File: config.mk
export PLATFORM = sky130hd
export DESIGN_NAME = acc_sr_nch
export DESIGN_NICKNAME = d
export VERILOG_FILES = /design/src/rtl/acc_sr_nch.sv
export SDC_FILE = /design/constraint.sdc
export NUM_CORES = 1
export LEC_CHECK = 0
export ABC_CLOCK_PERIOD_IN_PS = 7100
export BUFFER_PORTS_ARGS = -buffer_cell sky130_fd_sc_hd__buf_2
export CAP_MARGIN = 10
export CORE_MARGIN = 3
export CORE_UTILIZATION = 45
export DETAILED_ROUTE_END_ITERATION = 8
export PLACE_DENSITY = 0.7
export SLEW_MARGIN = 10
export SYNTH_ARGS = -nofsm -noshare
export SYNTH_HDL_FRONTEND = slang
export SYNTH_SLANG_ARGS = --single-unit
export TNS_END_PERCENT = 100
File: constraint.sdc
create_clock -name clk -period 7.1 [get_ports clk]
set_input_delay 0.355 -clock clk [delete_from_list [all_inputs] [get_ports clk]]
set_output_delay 0.355 -clock clk [all_outputs]
set_load 0.01 [all_outputs]
File: src/rtl/acc_sr_nch.sv
// Multi-channel bit-serial accumulator: weights each incoming bit-plane partial
// sum by 2^k (MSB plane negated in signed mode) and sums per channel.
module acc_sr_nch #(
  parameter int M  = 16,
  parameter int Pa = 8,
  parameter int N  = 4,
  localparam int PW = $clog2(M) + 2,
  localparam int RW = $clog2(M) + Pa + 2,
  localparam int CW = $clog2(Pa + 1)
) (
  input  logic            clk,
  input  logic            rst_n,
  input  logic            clr,
  input  logic            in_valid,
  output logic            in_ready,
  input  logic [N*PW-1:0] in_ps,
  input  logic [CW-1:0]   prec,
  input  logic            signed_mode,
  output logic            out_valid,
  input  logic            out_ready,
  output logic [N*RW-1:0] out_res
);

  typedef enum logic [1:0] {IDLE, ACC, HOLD} state_t;

  state_t        state_reg;
  logic [CW-1:0] cnt_reg;
  logic [CW-1:0] p_reg;
  logic          sgn_reg;

  logic          accept;
  logic [CW-1:0] prec_eff;
  logic [CW-1:0] p_cur;
  logic [CW-1:0] k_cur;
  logic          sgn_cur;
  logic          last_beat;
  logic          neg;

  assign in_ready  = (state_reg != HOLD);
  assign out_valid = (state_reg == HOLD);
  assign accept    = in_valid && in_ready;

  // The first beat is weighted with the precision/mode presented alongside it,
  // since the latched copies are only written on that same edge.
  always_comb begin
    prec_eff = prec;
    if (prec == '0 || prec > CW'(Pa)) prec_eff = CW'(Pa);
    p_cur     = (state_reg == IDLE) ? prec_eff : p_reg;
    sgn_cur   = (state_reg == IDLE) ? signed_mode : sgn_reg;
    k_cur     = (state_reg == IDLE) ? '0 : cnt_reg;
    last_beat = (k_cur == p_cur - CW'(1));
    neg       = sgn_cur && last_beat;
  end

  always_ff @(posedge clk or negedge rst_n) begin
    if (!rst_n) begin
      state_reg <= IDLE;
      cnt_reg   <= '0;
      p_reg     <= '0;
      sgn_reg   <= 1'b0;
    end else if (clr) begin
      state_reg <= IDLE;
      cnt_reg   <= '0;
    end else begin
      case (state_reg)
        IDLE: begin
          if (accept) begin
            p_reg     <= prec_eff;
            sgn_reg   <= signed_mode;
            cnt_reg   <= CW'(1);
            state_reg <= last_beat ? HOLD : ACC;
          end
        end
        ACC: begin
          if (accept) begin
            cnt_reg <= cnt_reg + CW'(1);
            if (last_beat) state_reg <= HOLD;
          end
        end
        HOLD: begin
          if (out_ready) state_reg <= IDLE;
        end
        default: state_reg <= IDLE;
      endcase
    end
  end

  for (genvar gi = 0; gi < N; gi++) begin : g_ch
    logic signed [RW-1:0] ext;
    logic signed [RW-1:0] shifted;
    logic signed [RW-1:0] term;
    logic signed [RW-1:0] acc_reg;

    assign ext     = {{(RW-PW){in_ps[gi*PW+PW-1]}}, in_ps[gi*PW +: PW]};
    assign shifted = ext <<< k_cur;
    assign term    = neg ? -shifted : shifted;

    // The first beat overwrites rather than adds, so no separate clear between operations.
    always_ff @(posedge clk or negedge rst_n) begin
      if (!rst_n) begin
        acc_reg <= '0;
      end else if (clr) begin
        acc_reg <= '0;
      end else if (accept) begin
        acc_reg <= (state_reg == IDLE) ? term : acc_reg + term;
      end
    end

    assign out_res[gi*RW +: RW] = acc_reg;
  end

endmodule

==> impl_results.html, run 1 <==
<table>
<tr><th>Metric</th><th>Value</th></tr>
<tr><th colspan="2">Routing</th></tr>
<tr><td>Count of unresolved DRC violations after routing</td><td>0</td></tr>
<tr><td>Routed len/inst</td><td>18.13 microns</td></tr>
<tr><td>Via total after detailed routing</td><td>8366</td></tr>
<tr><td>Avg Vias per Cell</td><td>6.071</td></tr>
<tr><td>Count of nets left with antenna violations after detail routing</td><td>0</td></tr>
<tr><td>Final wirelength</td><td>24.99 mm</td></tr>
<tr><td>Number of detailed-route iterations in the first pass</td><td>6</td></tr>
<tr><td>Number of violations reported at the end of detailed-routing iteration 0</td><td>675</td></tr>
<tr><th colspan="2">Global routing</th></tr>
<tr><td>Antenna violations before repair</td><td>2</td></tr>
<tr><td>Pin count of the biggest net entering global routing</td><td>68</td></tr>
<tr><td>Number of global-route vias before repair</td><td>8128</td></tr>
<tr><td>GR Overflow Total</td><td>0</td></tr>
<tr><td>Global-route wire length before repair</td><td>41.00 mm</td></tr>
<tr><td>Total GRT Usage</td><td>24.78%</td></tr>
<tr><th colspan="2">Timing</th></tr>
<tr><td>Peak Freq</td><td>162.3 MHz</td></tr>
<tr><td>Clk_skew</td><td>7.163 ps</td></tr>
<tr><td>Measured slew at the worst slew-check pin</td><td>992.4 ps</td></tr>
<tr><td>Post-layout min period</td><td>6160 ps</td></tr>
<tr><td>Setup repair after global routing missed its margin</td><td>false</td></tr>
<tr><td>Hold violation count in the final report</td><td>0</td></tr>
<tr><td>Max transition margin</td><td>33.60%</td></tr>
<tr><td>Number of endpoints failing setup at the final stage</td><td>0</td></tr>
<tr><td>Final total negative setup slack</td><td>0 ps</td></tr>
<tr><td>Number of max-slew violations in the final report</td><td>0</td></tr>
<tr><td>Worst-case hold slack</td><td>219.7 ps</td></tr>
<tr><td>Portion of the clock cycle consumed by the worst path in the final layout</td><td>86.76%</td></tr>
<tr><td>Final worst slack</td><td>940.1 ps</td></tr>
<tr><th colspan="2">Logic synthesis</th></tr>
<tr><td>Most used DFF post-synth</td><td>sky130_fd_sc_hd__dfrtp_1</td></tr>
<tr><td>Syn nets</td><td>1190</td></tr>
<tr><td>Synthesized area</td><td>0.008318 sq mm</td></tr>
<tr><td>Mean instance size in the synthesized netlist</td><td>7.631 sq um</td></tr>
<tr><td>Fraction of the yosys area taken by sequential cells</td><td>20.16%</td></tr>
<tr><td>Count of cell types in the netlist</td><td>77</td></tr>
<tr><td>Number of flops mapped to enable cells by yosys</td><td>0</td></tr>
<tr><td>Number of instances in the synthesized netlist</td><td>1090</td></tr>
<tr><td>Register bit count reported by yosys</td><td>67</td></tr>
<tr><td>Post-synth ARST share</td><td>100.0%</td></tr>
<tr><td>Yosys Warn Count</td><td>0</td></tr>
<tr><th colspan="2">Critical path</th></tr>
<tr><td>Crit end category</td><td>flop</td></tr>
<tr><td>Count of buffer and inverter cells on the critical path</td><td>1</td></tr>
<tr><td>Launch point of the critical path</td><td>state_reg[1]</td></tr>
<tr><td>Crit path depth</td><td>23</td></tr>
<tr><td>Reg-to-reg startpoint</td><td>state_reg[1]</td></tr>
<tr><td>Worst setup path end</td><td>g_ch[3].acc_reg[13]</td></tr>
<tr><td>Most frequent cell on the critical path</td><td>sky130_fd_sc_hd__a21o_1</td></tr>
<tr><td>Number of cells on the worst reg-to-reg path</td><td>23</td></tr>
<tr><td>Critical path launch point type</td><td>flop</td></tr>
<tr><td>Cell chain of the critical path</td><td>or2_2, nor2_1, a21oi_1, ha_1, xnor2_1, nor3_1, a32o_1, nor4b_1, a41o_1, buf_4, o21ai_1, xnor2_1, ha_1, a21o_1, or3_1, o211a_1, a311o_1, a21o_1, a21oi_1, and3_1, mux2i_1, o221ai_1, a21o_1</td></tr>
<tr><td>Arr. time, crit path</td><td>6450 ps</td></tr>
<tr><td>Delay contributed by the slowest stage of the critical path</td><td>500 ps</td></tr>
<tr><td>Family of cells with the greatest summed delay on the critical path</td><td>compound AO/OA/AOI/OAI gates</td></tr>
<tr><td>Required time reported for the critical path endpoint</td><td>7390 ps</td></tr>
<tr><td>Critical R2R Capture</td><td>g_ch[3].acc_reg[13]</td></tr>
<tr><td>Worst path slowest cell</td><td>sky130_fd_sc_hd__a41o_1</td></tr>
<tr><td>Crit Path Class</td><td>reg2reg</td></tr>
<tr><td>Biggest fanout along the worst timing path</td><td>16</td></tr>
<tr><td>Register-to-register path setup slack</td><td>940 ps</td></tr>
<tr><th colspan="2">Floorplanning</th></tr>
<tr><td>Placement row count</td><td>49</td></tr>
<tr><td>Initial core utilization</td><td>45.99%</td></tr>
<tr><td>I/O pin count</td><td>92</td></tr>
<tr><td>Core area</td><td>0.01809 sq mm</td></tr>
<tr><td>DIE AREA</td><td>0.02015 sq mm</td></tr>
<tr><td>Floorplan die height</td><td>142.0 microns</td></tr>
<tr><td>Die Wd</td><td>142.0 microns</td></tr>
<tr><th colspan="2">Finish</th></tr>
<tr><td>Filler Cell Count</td><td>1771</td></tr>
<tr><td>Sequential cell area in the final layout</td><td>0.001678 sq mm</td></tr>
<tr><td>Max reg flops</td><td>56</td></tr>
<tr><td>Commonest non-fill, non-tap cells in the layout</td><td>sky130_fd_sc_hd__nand2_1, sky130_fd_sc_hd__nor2_1, sky130_fd_sc_hd__buf_2</td></tr>
<tr><td>Total number of nets in the final design</td><td>1242</td></tr>
<tr><td>Most common cell after layout, fill and taps aside</td><td>sky130_fd_sc_hd__nand2_1</td></tr>
<tr><td>Combined area of the multi-input logic cells</td><td>0.006276 sq mm</td></tr>
<tr><td>Layout overhead on the synthesized area</td><td>10.33%</td></tr>
<tr><td>Final design instance area without fill</td><td>0.009178 sq mm</td></tr>
<tr><td>Fraction of final layout cells with drive strength greater than 1</td><td>12.90%</td></tr>
<tr><th colspan="2">Job</th></tr>
<tr><td>Max-cap viol count</td><td>0</td></tr>
<tr><th colspan="2">Pwr</th></tr>
<tr><td>Part of the power in registers</td><td>29.2%</td></tr>
<tr><td>Worst IR drop on VDD</td><td>0.1186 mV</td></tr>
<tr><td>Comb pwr share</td><td>43.4%</td></tr>
<tr><td>Internal power</td><td>964.5 uW</td></tr>
<tr><td>Clock group share of total power</td><td>27.4%</td></tr>
<tr><td>Power density relative to cell area</td><td>171.8 mW/mm^2</td></tr>
<tr><td>Switching power share of the total</td><td>38.84%</td></tr>
<tr><td>Lkg Pwr</td><td>4.181 nW</td></tr>
<tr><td>NetSw</td><td>612.5 uW</td></tr>
<tr><th colspan="2">Clock tree</th></tr>
<tr><td>Count of hold-fix buffers inserted at cts</td><td>0</td></tr>
<tr><td>CTS buffer count</td><td>9</td></tr>
<tr><td>Clk sinks</td><td>67</td></tr>
<tr><td>Post-CTS repair timing setup buffer count</td><td>0</td></tr>
<tr><td>Post-cts resize count</td><td>0</td></tr>
<tr><td>Worst-Skew Late Latency</td><td>350 ps</td></tr>
<tr><td>Clock Pin Slew Worst Setup and Hold Paths</td><td>60 ps</td></tr>
<tr><td>Cell at the root of the clock tree</td><td>sky130_fd_sc_hd__clkbuf_16</td></tr>
<tr><td>Clock tree from TritonCTS</td><td>done</td></tr>
<tr><td>H-tree depth</td><td>3</td></tr>
<tr><td>Clock Tree Buf Depth</td><td>2</td></tr>
<tr><th colspan="2">Place</th></tr>
<tr><td>Post-place setup slack</td><td>1039 ps</td></tr>
<tr><td>Quantity of I/O buffers inserted on ports</td><td>91</td></tr>
<tr><td>Routability congestion estimate</td><td>0.9370</td></tr>
<tr><td>Total placed instance area</td><td>0.008899 sq mm</td></tr>
<tr><td>Sum of net half-perimeters after detailed placement</td><td>18.12 mm</td></tr>
<tr><th colspan="2">Hold path</th></tr>
<tr><td>Hold Path Class</td><td>in2async</td></tr>
<tr><th colspan="2">Run status</th></tr>
<tr><td>Outcome</td><td>completed</td></tr>
</table>
==> worst min-delay path by stage <==
stage / to / slack (ps) / startpoint / depth (start not counted)
6_report: g_ch[0].acc_reg[5] / 220 / rst_n / 2
5_1_grt: sgn_reg / 270 / signed_mode / 3
4_1_cts: sgn_reg / 250 / signed_mode / 3
3_5_place_dp: p_reg[2] / 480 / p_reg[2] / 2
3_3_place_gp: p_reg[2] / 460 / p_reg[2] / 2
2_1_floorplan: cnt_reg[0] / 60 / rst_n / 0
==> through the flow <==
step | total power [mW] | util, % | cells
global placement | 1.133 | 49.20 | 1360
floorplan | 0.9765 | - | 1090
global route | 1.685 | 50.73 | 1377
finish | 1.577 | 50.74 | 1378
CTS | 1.582 | 50.72 | 1376
detailed placement | 1.144 | 49.20 | 1360
==> layer usage <==
metal  up-vias  track usage (%)  part of all wire (%)
li1       4118                -                     -
met1      3905            32.07                    44
met4         2            7.929                   2.3
met3        48            5.074                   7.0
met2       293            41.61                    47
met5         -                0                 0.052
==> synthesized netlist by cell type, types with 5 or more instances <==
| master | instances | share of area (%) |
|---|---|---|
| sky130_fd_sc_hd__a311oi_1 | 5 | 0.53 |
| sky130_fd_sc_hd__buf_6 | 5 | 0.68 |
| sky130_fd_sc_hd__nand3_1 | 27 | 1.6 |
| sky130_fd_sc_hd__buf_2 | 11 | 0.66 |
| sky130_fd_sc_hd__nor3b_1 | 8 | 0.72 |
| sky130_fd_sc_hd__a211oi_1 | 12 | 1.1 |
| sky130_fd_sc_hd__xor2_1 | 41 | 4.3 |
| sky130_fd_sc_hd__o31ai_1 | 6 | 0.54 |
| sky130_fd_sc_hd__nor3_1 | 23 | 1.4 |
| sky130_fd_sc_hd__a31oi_1 | 17 | 1.3 |
| sky130_fd_sc_hd__nor2b_1 | 12 | 0.90 |
| sky130_fd_sc_hd__inv_1 | 17 | 0.77 |
| sky130_fd_sc_hd__or3_1 | 11 | 0.83 |
| sky130_fd_sc_hd__o21ai_1 | 28 | 1.7 |
| sky130_fd_sc_hd__o22ai_1 | 7 | 0.53 |
| sky130_fd_sc_hd__nand4_1 | 5 | 0.38 |
| sky130_fd_sc_hd__nand2_1 | 123 | 5.6 |
| sky130_fd_sc_hd__nor2_1 | 97 | 4.4 |
| sky130_fd_sc_hd__buf_1 | 6 | 0.27 |
| sky130_fd_sc_hd__a22o_1 | 15 | 1.6 |
| sky130_fd_sc_hd__o211ai_1 | 11 | 0.99 |
| sky130_fd_sc_hd__xnor2_1 | 62 | 6.5 |
| sky130_fd_sc_hd__a21oi_1 | 89 | 5.4 |
| sky130_fd_sc_hd__mux2i_1 | 28 | 3.4 |
| sky130_fd_sc_hd__nand2b_1 | 16 | 1.2 |
| sky130_fd_sc_hd__dfrtp_1 | 67 | 20 |
| sky130_fd_sc_hd__o21ai_0 | 76 | 4.6 |
| sky130_fd_sc_hd__a22oi_1 | 7 | 0.63 |
| sky130_fd_sc_hd__a221o_1 | 7 | 0.84 |
| sky130_fd_sc_hd__o21a_1 | 5 | 0.45 |
| sky130_fd_sc_hd__o211a_1 | 5 | 0.60 |
| sky130_fd_sc_hd__and2_1 | 7 | 0.53 |
| sky130_fd_sc_hd__and3_1 | 7 | 0.53 |
| sky130_fd_sc_hd__clkbuf_1 | 42 | 1.9 |
| sky130_fd_sc_hd__a311o_1 | 5 | 0.60 |
| sky130_fd_sc_hd__a21o_1 | 21 | 1.9 |
| sky130_fd_sc_hd__ha_1 | 62 | 9.3 |
| sky130_fd_sc_hd__o21bai_1 | 9 | 0.81 |
==> final cells by class <==
class | instances | share of cell area, %
diodes | 2 | 0.05453
well taps | 229 | 3.122
clock inverters | 2 | 0.1091
clock buffers | 14 | 2.877
repair buffers | 109 | 6.435
flip-flops and latches | 67 | 18.28
inverters | 18 | 0.7362
multi-input cells | 937 | 68.38
==> power by group through the flow <==
stage	sequential [mW]	clock [mW]	combinational, mW
CTS	0.461	0.438	0.683
finish	0.461	0.431	0.685
global placement	0.467	0	0.666
floorplan	0.473	0	0.503
detailed placement	0.468	0	0.677
global route	0.468	0.451	0.767
==> cell families (layout without fill, tap and decap cells) <==
| family | Yosys count | in the layout | share of synthesized area (%) |
|---|---|---|---|
| other cells | 0 | 2 | 0 |
| flops | 67 | 67 | 20.16 |
| fa+ha+maj | 66 | 66 | 10.29 |
| buf+inv | 86 | 143 | 4.678 |
| xor+xnor | 103 | 103 | 10.85 |
| compound gates | 381 | 381 | 30.55 |
| mux | 30 | 30 | 3.640 |
| simple gates | 357 | 357 | 19.84 |
Power figures use the tool's default switching activity.
==> inputs of run 2 (changes only) <==
--- a/config.mk
+++ b/config.mk
@@ -9,9 +9,9 @@
 export BUFFER_PORTS_ARGS = -buffer_cell sky130_fd_sc_hd__buf_2
 export CAP_MARGIN = 10
 export CORE_MARGIN = 3
-export CORE_UTILIZATION = 45
+export CORE_UTILIZATION = 48
 export DETAILED_ROUTE_END_ITERATION = 8
-export PLACE_DENSITY = 0.7
+export PLACE_DENSITY = 0.66
 export SLEW_MARGIN = 10
 export SYNTH_ARGS = -nofsm -noshare
 export SYNTH_HDL_FRONTEND = slang
==> run 2 against run 1 <==
Compared with the run above: first-iteration DRC count increased by 29%; register-to-register slack improved by 270 ps; setup slack improved by 270 ps; clock power rose by 11%; global-route usage up 2.1 points; maximum frequency grew 4.6%; combinational power hardly changed; critical path depth unchanged; power is 2.8% higher; final cell count down 0.87%; critical path type unchanged; critical endpoint unchanged; largest power group unchanged.
==> impl_results.html, run 2 (synthesis results as in run 1) <==
<table>
<tr><th>Metric</th><th>Value</th></tr>
<tr><th colspan="2">Timing</th></tr>
<tr><td>Hold violation count in the final report</td><td>0</td></tr>
<tr><td>Number of endpoints failing setup at the final stage</td><td>0</td></tr>
<tr><td>Number of max-slew violations in the final report</td><td>0</td></tr>
<tr><td>Max transition margin</td><td>30.61%</td></tr>
<tr><td>Peak Freq</td><td>169.9 MHz</td></tr>
<tr><td>Worst-case hold slack</td><td>217.0 ps</td></tr>
<tr><td>Setup repair after global routing missed its margin</td><td>false</td></tr>
<tr><td>Post-layout min period</td><td>5886 ps</td></tr>
<tr><td>Portion of the clock cycle consumed by the worst path in the final layout</td><td>82.90%</td></tr>
<tr><td>Measured slew at the worst slew-check pin</td><td>1037 ps</td></tr>
<tr><td>Final total negative setup slack</td><td>0 ps</td></tr>
<tr><td>Clk_skew</td><td>4.951 ps</td></tr>
<tr><th colspan="2">Floorplanning</th></tr>
<tr><td>Initial core utilization</td><td>49.63%</td></tr>
<tr><td>Core area</td><td>0.01676 sq mm</td></tr>
<tr><td>Die Wd</td><td>137.6 microns</td></tr>
<tr><td>Placement row count</td><td>47</td></tr>
<tr><td>I/O pin count</td><td>92</td></tr>
<tr><td>DIE AREA</td><td>0.01894 sq mm</td></tr>
<tr><td>Floorplan die height</td><td>137.6 microns</td></tr>
<tr><th colspan="2">Pwr</th></tr>
<tr><td>Worst IR drop on VDD</td><td>0.1178 mV</td></tr>
<tr><td>Part of the power in registers</td><td>28.3%</td></tr>
<tr><td>Total power</td><td>1.621 mW</td></tr>
<tr><td>Clock group share of total power</td><td>29.4%</td></tr>
<tr><td>Comb pwr share</td><td>42.3%</td></tr>
<tr><td>Switching power share of the total</td><td>37.68%</td></tr>
<tr><td>NetSw</td><td>610.7 uW</td></tr>
<tr><td>Lkg Pwr</td><td>4.191 nW</td></tr>
<tr><td>Power density relative to cell area</td><td>176.4 mW/mm^2</td></tr>
<tr><td>Internal power</td><td>1.010 mW</td></tr>
<tr><th colspan="2">Clock tree</th></tr>
<tr><td>Post-CTS repair timing setup buffer count</td><td>0</td></tr>
<tr><td>Cell at the root of the clock tree</td><td>sky130_fd_sc_hd__clkbuf_16</td></tr>
<tr><td>Clock Tree Buf Depth</td><td>2</td></tr>
<tr><td>Clock Pin Slew Worst Setup and Hold Paths</td><td>60 ps</td></tr>
<tr><td>H-tree depth</td><td>3</td></tr>
<tr><td>Post-cts resize count</td><td>0</td></tr>
<tr><td>Clock tree from TritonCTS</td><td>done</td></tr>
<tr><td>Clk sinks</td><td>67</td></tr>
<tr><td>Count of hold-fix buffers inserted at cts</td><td>0</td></tr>
<tr><td>Worst-Skew Late Latency</td><td>350 ps</td></tr>
<tr><td>CTS buffer count</td><td>9</td></tr>
<tr><th colspan="2">Finish</th></tr>
<tr><td>Fraction of final layout cells with drive strength greater than 1</td><td>12.83%</td></tr>
<tr><td>Most common cell after layout, fill and taps aside</td><td>sky130_fd_sc_hd__nand2_1</td></tr>
<tr><td>Total number of nets in the final design</td><td>1241</td></tr>
<tr><td>Max reg flops</td><td>56</td></tr>
<tr><td>Antenna diode count</td><td>0</td></tr>
<tr><td>Commonest non-fill, non-tap cells in the layout</td><td>sky130_fd_sc_hd__nand2_1, sky130_fd_sc_hd__nor2_1, sky130_fd_sc_hd__buf_2</td></tr>
<tr><td>Layout overhead on the synthesized area</td><td>10.45%</td></tr>
<tr><th colspan="2">Critical path</th></tr>
<tr><td>Reg-to-reg startpoint</td><td>state_reg[1]</td></tr>
<tr><td>Arr. time, crit path</td><td>6180 ps</td></tr>
<tr><td>Biggest fanout along the worst timing path</td><td>29</td></tr>
<tr><td>Critical path launch point type</td><td>flop</td></tr>
<tr><td>Crit end category</td><td>flop</td></tr>
<tr><td>Required time reported for the critical path endpoint</td><td>7390 ps</td></tr>
<tr><td>Crit Path Class</td><td>reg2reg</td></tr>
<tr><td>Launch point of the critical path</td><td>state_reg[1]</td></tr>
<tr><th colspan="2">Routing</th></tr>
<tr><td>Routed len/inst</td><td>18.41 microns</td></tr>
<tr><td>Via total after detailed routing</td><td>8448</td></tr>
<tr><td>Final wirelength</td><td>25.15 mm</td></tr>
<tr><td>Number of violations reported at the end of detailed-routing iteration 0</td><td>871</td></tr>
<tr><td>Count of nets left with antenna violations after detail routing</td><td>0</td></tr>
<tr><td>Avg Vias per Cell</td><td>6.184</td></tr>
<tr><td>Count of unresolved DRC violations after routing</td><td>0</td></tr>
<tr><td>Number of detailed-route iterations in the first pass</td><td>7</td></tr>
<tr><th colspan="2">Place</th></tr>
<tr><td>Routability congestion estimate</td><td>0.9137</td></tr>
<tr><td>Sum of net half-perimeters after detailed placement</td><td>17.73 mm</td></tr>
<tr><td>Quantity of I/O buffers inserted on ports</td><td>91</td></tr>
<tr><th colspan="2">Run status</th></tr>
<tr><td>Outcome</td><td>completed</td></tr>
<tr><th colspan="2">Global routing</th></tr>
<tr><td>Number of global-route vias before repair</td><td>7911</td></tr>
<tr><td>Antenna violations before repair</td><td>1</td></tr>
<tr><td>Global-route wire length before repair</td><td>40.90 mm</td></tr>
<tr><td>Total GRT Usage</td><td>26.91%</td></tr>
<tr><td>GR Overflow Total</td><td>0</td></tr>
<tr><td>Pin count of the biggest net entering global routing</td><td>76</td></tr>
<tr><th colspan="2">Job</th></tr>
<tr><td>Max-cap viol count</td><td>0</td></tr>
<tr><th colspan="2">Hold path</th></tr>
<tr><td>Hold Path Class</td><td>in2async</td></tr>
</table>
run 2: cell count changes in the layout (fill, tap and decap cells not counted):
cell / previous run / this run
sky130_fd_sc_hd__clkbuf_8: 2 / 3
sky130_fd_sc_hd__bufinv_16: 0 / 1
sky130_fd_sc_hd__buf_4: 18 / 17
sky130_fd_sc_hd__diode_2: 2 / 0
sky130_fd_sc_hd__clkinv_2: 2 / 0
run 2: layout make-up:
class,count,area (sq um)
Clock buffer,15,277.8
Clock inverter,1,30.03
Fill cell,1674,7572
Inverter,18,67.56
Multi-Input combinational cell,937,6276
Sequential cell,67,1678
Tap cell,220,275.3
Timing Repair Buffer,108,583.1
run 2: critical path: stages (launching register included):
cell and delay, ps:
sky130_fd_sc_hd__dfrtp_1 370, sky130_fd_sc_hd__or2_2 340, sky130_fd_sc_hd__nor2_1 200, sky130_fd_sc_hd__a21oi_1 70, sky130_fd_sc_hd__ha_1 320, sky130_fd_sc_hd__xnor2_1 140
sky130_fd_sc_hd__nor3_1 230, sky130_fd_sc_hd__a32o_1 240, sky130_fd_sc_hd__nor4b_1 430, sky130_fd_sc_hd__a41o_1 250, sky130_fd_sc_hd__buf_4 360, sky130_fd_sc_hd__o21ai_1 180
sky130_fd_sc_hd__xnor2_1 160, sky130_fd_sc_hd__ha_1 350, sky130_fd_sc_hd__a21o_1 190, sky130_fd_sc_hd__or3_1 300, sky130_fd_sc_hd__o211a_1 230, sky130_fd_sc_hd__a311o_1 380
sky130_fd_sc_hd__a21o_1 190, sky130_fd_sc_hd__a21oi_1 310, sky130_fd_sc_hd__and3_1 200, sky130_fd_sc_hd__mux2i_1 60, sky130_fd_sc_hd__o221ai_1 180, sky130_fd_sc_hd__a21o_1 140
run 2: routing by layer:
layer / part of all wire [%] / global-route usage, % / wire, microns
met3: 7.0 / 4.456 / 1756
met1: 45 / 36.41 / 11300
met5: 0.036 / 0 / 9
met2: 45 / 42.92 / 11350
met4: 2.9 / 10.20 / 736
run 2: path summary, 6_finish.rpt:
check | slack [ps] | cells after the start | endpoint
setup / recovery | 1210 | 23 | g_ch[3].acc_reg[13]
hold / removal | 220 | 2 | g_ch[0].acc_reg[3]
setup reg to reg | 1210 | 23 | g_ch[3].acc_reg[13]
hold reg to reg | 480 | 2 | p_reg[2]
max in group asynchronous | 6240 | 2 | cnt_reg[0]
min in group clk | 260 | 3 | sgn_reg
run 2: power groups by stage:
| stage | Combinational (mW) | Clock (mW) | Sequential [mW] |
|---|---|---|---|
| finish | 0.685 | 0.477 | 0.459 |
| CTS | 0.682 | 0.489 | 0.458 |
| global placement | 0.668 | 0 | 0.464 |
| detailed placement | 0.676 | 0 | 0.465 |
| global route | 0.770 | 0.505 | 0.464 |
| floorplan | 0.503 | 0 | 0.473 |
run 2: metrics by stage:
| step | std cells | instance area, sq um | utilization, % | setup slack, ps |
|---|---|---|---|---|
| after global placement | 1350 | 8880 | 52.98 | 1452 |
| after CTS | 1366 | 9188 | 54.82 | 1267 |
| after floorplan | 1090 | 8318 | - | 1223 |
| after detailed placement | 1350 | 8880 | 52.98 | 1296 |
| after global routing | 1366 | 9188 | 54.82 | 800.3 |
| final | 1366 | 9188 | 54.82 | 1214 |
==> inputs of run 3 (changes only) <==
--- a/config.mk
+++ b/config.mk
@@ -5,13 +5,14 @@
 export SDC_FILE = /design/constraint.sdc
 export NUM_CORES = 1
 export LEC_CHECK = 0
-export ABC_CLOCK_PERIOD_IN_PS = 7100
+export ABC_AREA = 1
+export ABC_CLOCK_PERIOD_IN_PS = 5380
 export BUFFER_PORTS_ARGS = -buffer_cell sky130_fd_sc_hd__buf_2
 export CAP_MARGIN = 10
 export CORE_MARGIN = 3
 export CORE_UTILIZATION = 48
 export DETAILED_ROUTE_END_ITERATION = 8
-export PLACE_DENSITY = 0.66
+export PLACE_DENSITY = 0.69
 export SLEW_MARGIN = 10
 export SYNTH_ARGS = -nofsm -noshare
 export SYNTH_HDL_FRONTEND = slang
==> constraint.sdc (replaced) <==
create_clock -name clk -period 5.38 [get_ports clk]
set_input_delay 0.269 -clock clk [delete_from_list [all_inputs] [get_ports clk]]
set_output_delay 0.269 -clock clk [all_outputs]
set_load 0.01 [all_outputs]
==> run 3 against run 2 <==
Compared with the run above: critical path depth rose by 4; sequential share of layout area hardly changed; final area is 0.14% lower; sequential power is 99% higher; wire length shrank 5.4%; die area shrank 0.46%; power rose to 3.0 times the previous value.
==> impl_results.html, run 3 <==
<table>
<tr><th>Metric</th><th>Value</th></tr>
<tr><th colspan="2">Pwr</th></tr>
<tr><td>Clock group share of total power</td><td>13.6%</td></tr>
<tr><td>Worst IR drop on VDD</td><td>0.2677 mV</td></tr>
<tr><td>Switching power share of the total</td><td>52.49%</td></tr>
<tr><td>NetSw</td><td>2.538 mW</td></tr>
<tr><td>Total power</td><td>4.836 mW</td></tr>
<tr><td>Comb pwr share</td><td>67.5%</td></tr>
<tr><td>Power density relative to cell area</td><td>527.1 mW/mm^2</td></tr>
<tr><td>Part of the power in registers</td><td>18.9%</td></tr>
<tr><td>Lkg Pwr</td><td>5.134 nW</td></tr>
<tr><td>Internal power</td><td>2.298 mW</td></tr>
<tr><th colspan="2">Critical path</th></tr>
<tr><td>Crit end category</td><td>flop</td></tr>
<tr><td>Critical path launch point type</td><td>flop</td></tr>
<tr><td>Delay contributed by the slowest stage of the critical path</td><td>490 ps</td></tr>
<tr><td>Worst path slowest cell</td><td>sky130_fd_sc_hd__dfrtp_1</td></tr>
<tr><td>Arr. time, crit path</td><td>4870 ps</td></tr>
<tr><td>Crit Path Class</td><td>reg2reg</td></tr>
<tr><td>Required time reported for the critical path endpoint</td><td>5610 ps</td></tr>
<tr><td>Biggest fanout along the worst timing path</td><td>27</td></tr>
<tr><th colspan="2">Clock tree</th></tr>
<tr><td>Count of hold-fix buffers inserted at cts</td><td>0</td></tr>
<tr><td>Clock Pin Slew Worst Setup and Hold Paths</td><td>60 ps</td></tr>
<tr><td>Clock tree from TritonCTS</td><td>done</td></tr>
<tr><td>Cell at the root of the clock tree</td><td>sky130_fd_sc_hd__clkbuf_16</td></tr>
<tr><td>Clock Tree Buf Depth</td><td>2</td></tr>
<tr><td>Post-cts resize count</td><td>0</td></tr>
<tr><td>Worst-Skew Late Latency</td><td>350 ps</td></tr>
<tr><td>CTS buffer count</td><td>9</td></tr>
<tr><td>H-tree depth</td><td>3</td></tr>
<tr><td>Clk sinks</td><td>67</td></tr>
<tr><td>Post-CTS repair timing setup buffer count</td><td>0</td></tr>
<tr><th colspan="2">Logic synthesis</th></tr>
<tr><td>Syn nets</td><td>1435</td></tr>
<tr><td>Share of the synthesized area in the top cell type</td><td>20.25%</td></tr>
<tr><td>Largest cells by area after synthesis</td><td>sky130_fd_sc_hd__dfrtp_1, sky130_fd_sc_hd__nand2_1, sky130_fd_sc_hd__nand3_1</td></tr>
<tr><td>Count of cell types in the netlist</td><td>44</td></tr>
<tr><td>Synthesized area</td><td>0.008278 sq mm</td></tr>
<tr><td>Cell type with the highest aggregate area in the netlist</td><td>sky130_fd_sc_hd__dfrtp_1</td></tr>
<tr><td>Number of instances in the synthesized netlist</td><td>1335</td></tr>
<tr><td>Most used standard cell by instance count after synthesis</td><td>sky130_fd_sc_hd__nand2_1</td></tr>
<tr><td>Top cell types by occurrence after synthesis</td><td>sky130_fd_sc_hd__nand2_1, sky130_fd_sc_hd__nand3_1, sky130_fd_sc_hd__inv_1, sky130_fd_sc_hd__nor2_1, sky130_fd_sc_hd__a21oi_1</td></tr>
<tr><td>Yosys Warn Count</td><td>0</td></tr>
<tr><td>Register bit count reported by yosys</td><td>67</td></tr>
<tr><td>Most used DFF post-synth</td><td>sky130_fd_sc_hd__dfrtp_1</td></tr>
<tr><td>Mean instance size in the synthesized netlist</td><td>6.201 sq um</td></tr>
<tr><td>Fraction of the yosys area taken by sequential cells</td><td>20.25%</td></tr>
<tr><td>Number of flops mapped to enable cells by yosys</td><td>0</td></tr>
<tr><td>Post-synth ARST share</td><td>100.0%</td></tr>
<tr><th colspan="2">Floorplanning</th></tr>
<tr><td>Placement row count</td><td>47</td></tr>
<tr><td>Core area</td><td>0.01676 sq mm</td></tr>
<tr><td>Die Wd</td><td>137.3 microns</td></tr>
<tr><td>I/O pin count</td><td>92</td></tr>
<tr><td>Initial core utilization</td><td>49.39%</td></tr>
<tr><td>DIE AREA</td><td>0.01886 sq mm</td></tr>
<tr><td>Floorplan die height</td><td>137.3 microns</td></tr>
<tr><th colspan="2">Global routing</th></tr>
<tr><td>GR Overflow Total</td><td>0</td></tr>
<tr><td>Total GRT Usage</td><td>25.62%</td></tr>
<tr><td>Antenna violations before repair</td><td>0</td></tr>
<tr><td>Global-route wire length before repair</td><td>38.95 mm</td></tr>
<tr><td>Pin count of the biggest net entering global routing</td><td>68</td></tr>
<tr><td>Number of global-route vias before repair</td><td>7958</td></tr>
<tr><th colspan="2">Routing</th></tr>
<tr><td>Count of unresolved DRC violations after routing</td><td>0</td></tr>
<tr><td>Number of violations reported at the end of detailed-routing iteration 0</td><td>730</td></tr>
<tr><td>Avg Vias per Cell</td><td>5.481</td></tr>
<tr><td>Count of nets left with antenna violations after detail routing</td><td>0</td></tr>
<tr><td>Via total after detailed routing</td><td>8951</td></tr>
<tr><td>Number of detailed-route iterations in the first pass</td><td>8</td></tr>
<tr><td>Final wirelength</td><td>23.80 mm</td></tr>
<tr><td>Routed len/inst</td><td>14.57 microns</td></tr>
<tr><th colspan="2">Place</th></tr>
<tr><td>Placed cells</td><td>1617</td></tr>
<tr><td>Sum of net half-perimeters after detailed placement</td><td>17.61 mm</td></tr>
<tr><td>Quantity of I/O buffers inserted on ports</td><td>91</td></tr>
<tr><td>Routability congestion estimate</td><td>0.8959</td></tr>
<tr><td>Post-place setup slack</td><td>821.5 ps</td></tr>
<tr><th colspan="2">Timing</th></tr>
<tr><td>Number of endpoints failing setup at the final stage</td><td>0</td></tr>
<tr><td>Measured slew at the worst slew-check pin</td><td>922.6 ps</td></tr>
<tr><td>Setup repair after global routing missed its margin</td><td>false</td></tr>
<tr><td>Peak Freq</td><td>215.6 MHz</td></tr>
<tr><td>Hold violation count in the final report</td><td>0</td></tr>
<tr><td>Post-layout min period</td><td>4637 ps</td></tr>
<tr><td>Max transition margin</td><td>38.49%</td></tr>
<tr><td>Final worst slack</td><td>742.6 ps</td></tr>
<tr><td>Worst-case hold slack</td><td>135.5 ps</td></tr>
<tr><td>Final total negative setup slack</td><td>0 ps</td></tr>
<tr><td>Portion of the clock cycle consumed by the worst path in the final layout</td><td>86.20%</td></tr>
<tr><td>Clk_skew</td><td>9.705 ps</td></tr>
<tr><td>Number of max-slew violations in the final report</td><td>0</td></tr>
<tr><th colspan="2">Finish</th></tr>
<tr><td>Non-filler cells, final</td><td>1633</td></tr>
<tr><td>Fraction of final layout cells with drive strength greater than 1</td><td>12.17%</td></tr>
<tr><td>Layout overhead on the synthesized area</td><td>10.84%</td></tr>
<tr><td>Most common cell after layout, fill and taps aside</td><td>sky130_fd_sc_hd__nand2_1</td></tr>
<tr><td>Total number of nets in the final design</td><td>1508</td></tr>
<tr><td>Antenna diode count</td><td>0</td></tr>
<tr><td>Max reg flops</td><td>56</td></tr>
<tr><td>Filler Cell Count</td><td>1707</td></tr>
<tr><td>Commonest non-fill, non-tap cells in the layout</td><td>sky130_fd_sc_hd__nand2_1, sky130_fd_sc_hd__nand3_1, sky130_fd_sc_hd__inv_1</td></tr>
<tr><th colspan="2">Run status</th></tr>
<tr><td>Outcome</td><td>completed</td></tr>
<tr><th colspan="2">Job</th></tr>
<tr><td>Max-cap viol count</td><td>0</td></tr>
<tr><th colspan="2">Hold path</th></tr>
<tr><td>Hold Path Class</td><td>in2async</td></tr>
</table>
## run 3: changes by cell type in the layout (fill, tap and decap cells not counted), sizes merged, moves of 16 or more
| cell | before | now |
|---|---|---|
| nand3 | 27 | 190 |
| nand2 | 124 | 433 |
| nand2b | 16 | 0 |
| o21ai | 106 | 87 |
| inv | 18 | 149 |
| xnor2 | 62 | 12 |
| mux2i | 28 | 0 |
## run 3: through the flow
stage,area (sq um),utilization (%)
2_1_floorplan,8278,-
3_3_place_gp,8857,52.85
3_5_place_dp,8857,52.85
4_1_cts,9175,54.74
5_1_grt,9175,54.74
6_report,9175,54.74
## run 3: worst paths after layout
path | startpoint | end | slack (ps) | cells past startpoint
worst max register to register | state_reg[0] | g_ch[3].acc_reg[11] | 740 | 27
worst max-delay path | state_reg[0] | g_ch[3].acc_reg[11] | 740 | 27
worst min register to register | p_reg[2] | p_reg[2] | 490 | 2
worst min-delay path | rst_n | g_ch[1].acc_reg[4] | 140 | 2
max in group asynchronous | rst_n | cnt_reg[2] | 4650 | 2
min in group clk | signed_mode | sgn_reg | 140 | 3
## run 3: final cells by class
class	count	area, sq um	share of cell area, %
multi-input combinational	1079	5807	63.29
sequential	67	1677	18.27
inverter	150	568.0	6.191
timing repair buffer	101	530.5	5.782
tap	220	275.3	3.000
clock buffer	9	225.2	2.455
clock inverter	7	92.59	1.009
## run 3: critical path: cells and delay by family, from the launching register on
kind / cells / cell delay, ps
simple gates: 14 / 1760
compound gates: 5 / 840
fa+ha+maj: 2 / 600
buf+inv: 4 / 440
xor+xnor: 2 / 370
flops: 1 / 490
## run 3: cell families after synthesis
| family | after synthesis | synth area share (%) |
|---|---|---|
| buffers and inverters | 189 | 9.719 |
| adder cells (fa/ha/maj) | 66 | 10.34 |
| XOR/XNOR | 55 | 6.182 |
| AO/OA/AOI/OAI | 213 | 14.57 |
| AND/OR/NAND/NOR | 745 | 38.94 |
| flip-flops | 67 | 20.25 |
## run 3: power groups by stage
stage / clock [mW] / sequential [mW] / combinational, mW
finish: 0.659 / 0.915 / 3.26
global route: 0.691 / 0.948 / 3.71
CTS: 0.673 / 0.914 / 3.25
detailed placement: 0 / 0.921 / 3.23
global placement: 0 / 0.920 / 3.19
floorplan: 0 / 0.962 / 2.41
## run 3: layer usage
layer	share of wire, %	global-route usage, %
met5	0	0
met3	6.0	2.849
met1	48	36.60
met2	45	40.98
met4	1.4	7.095
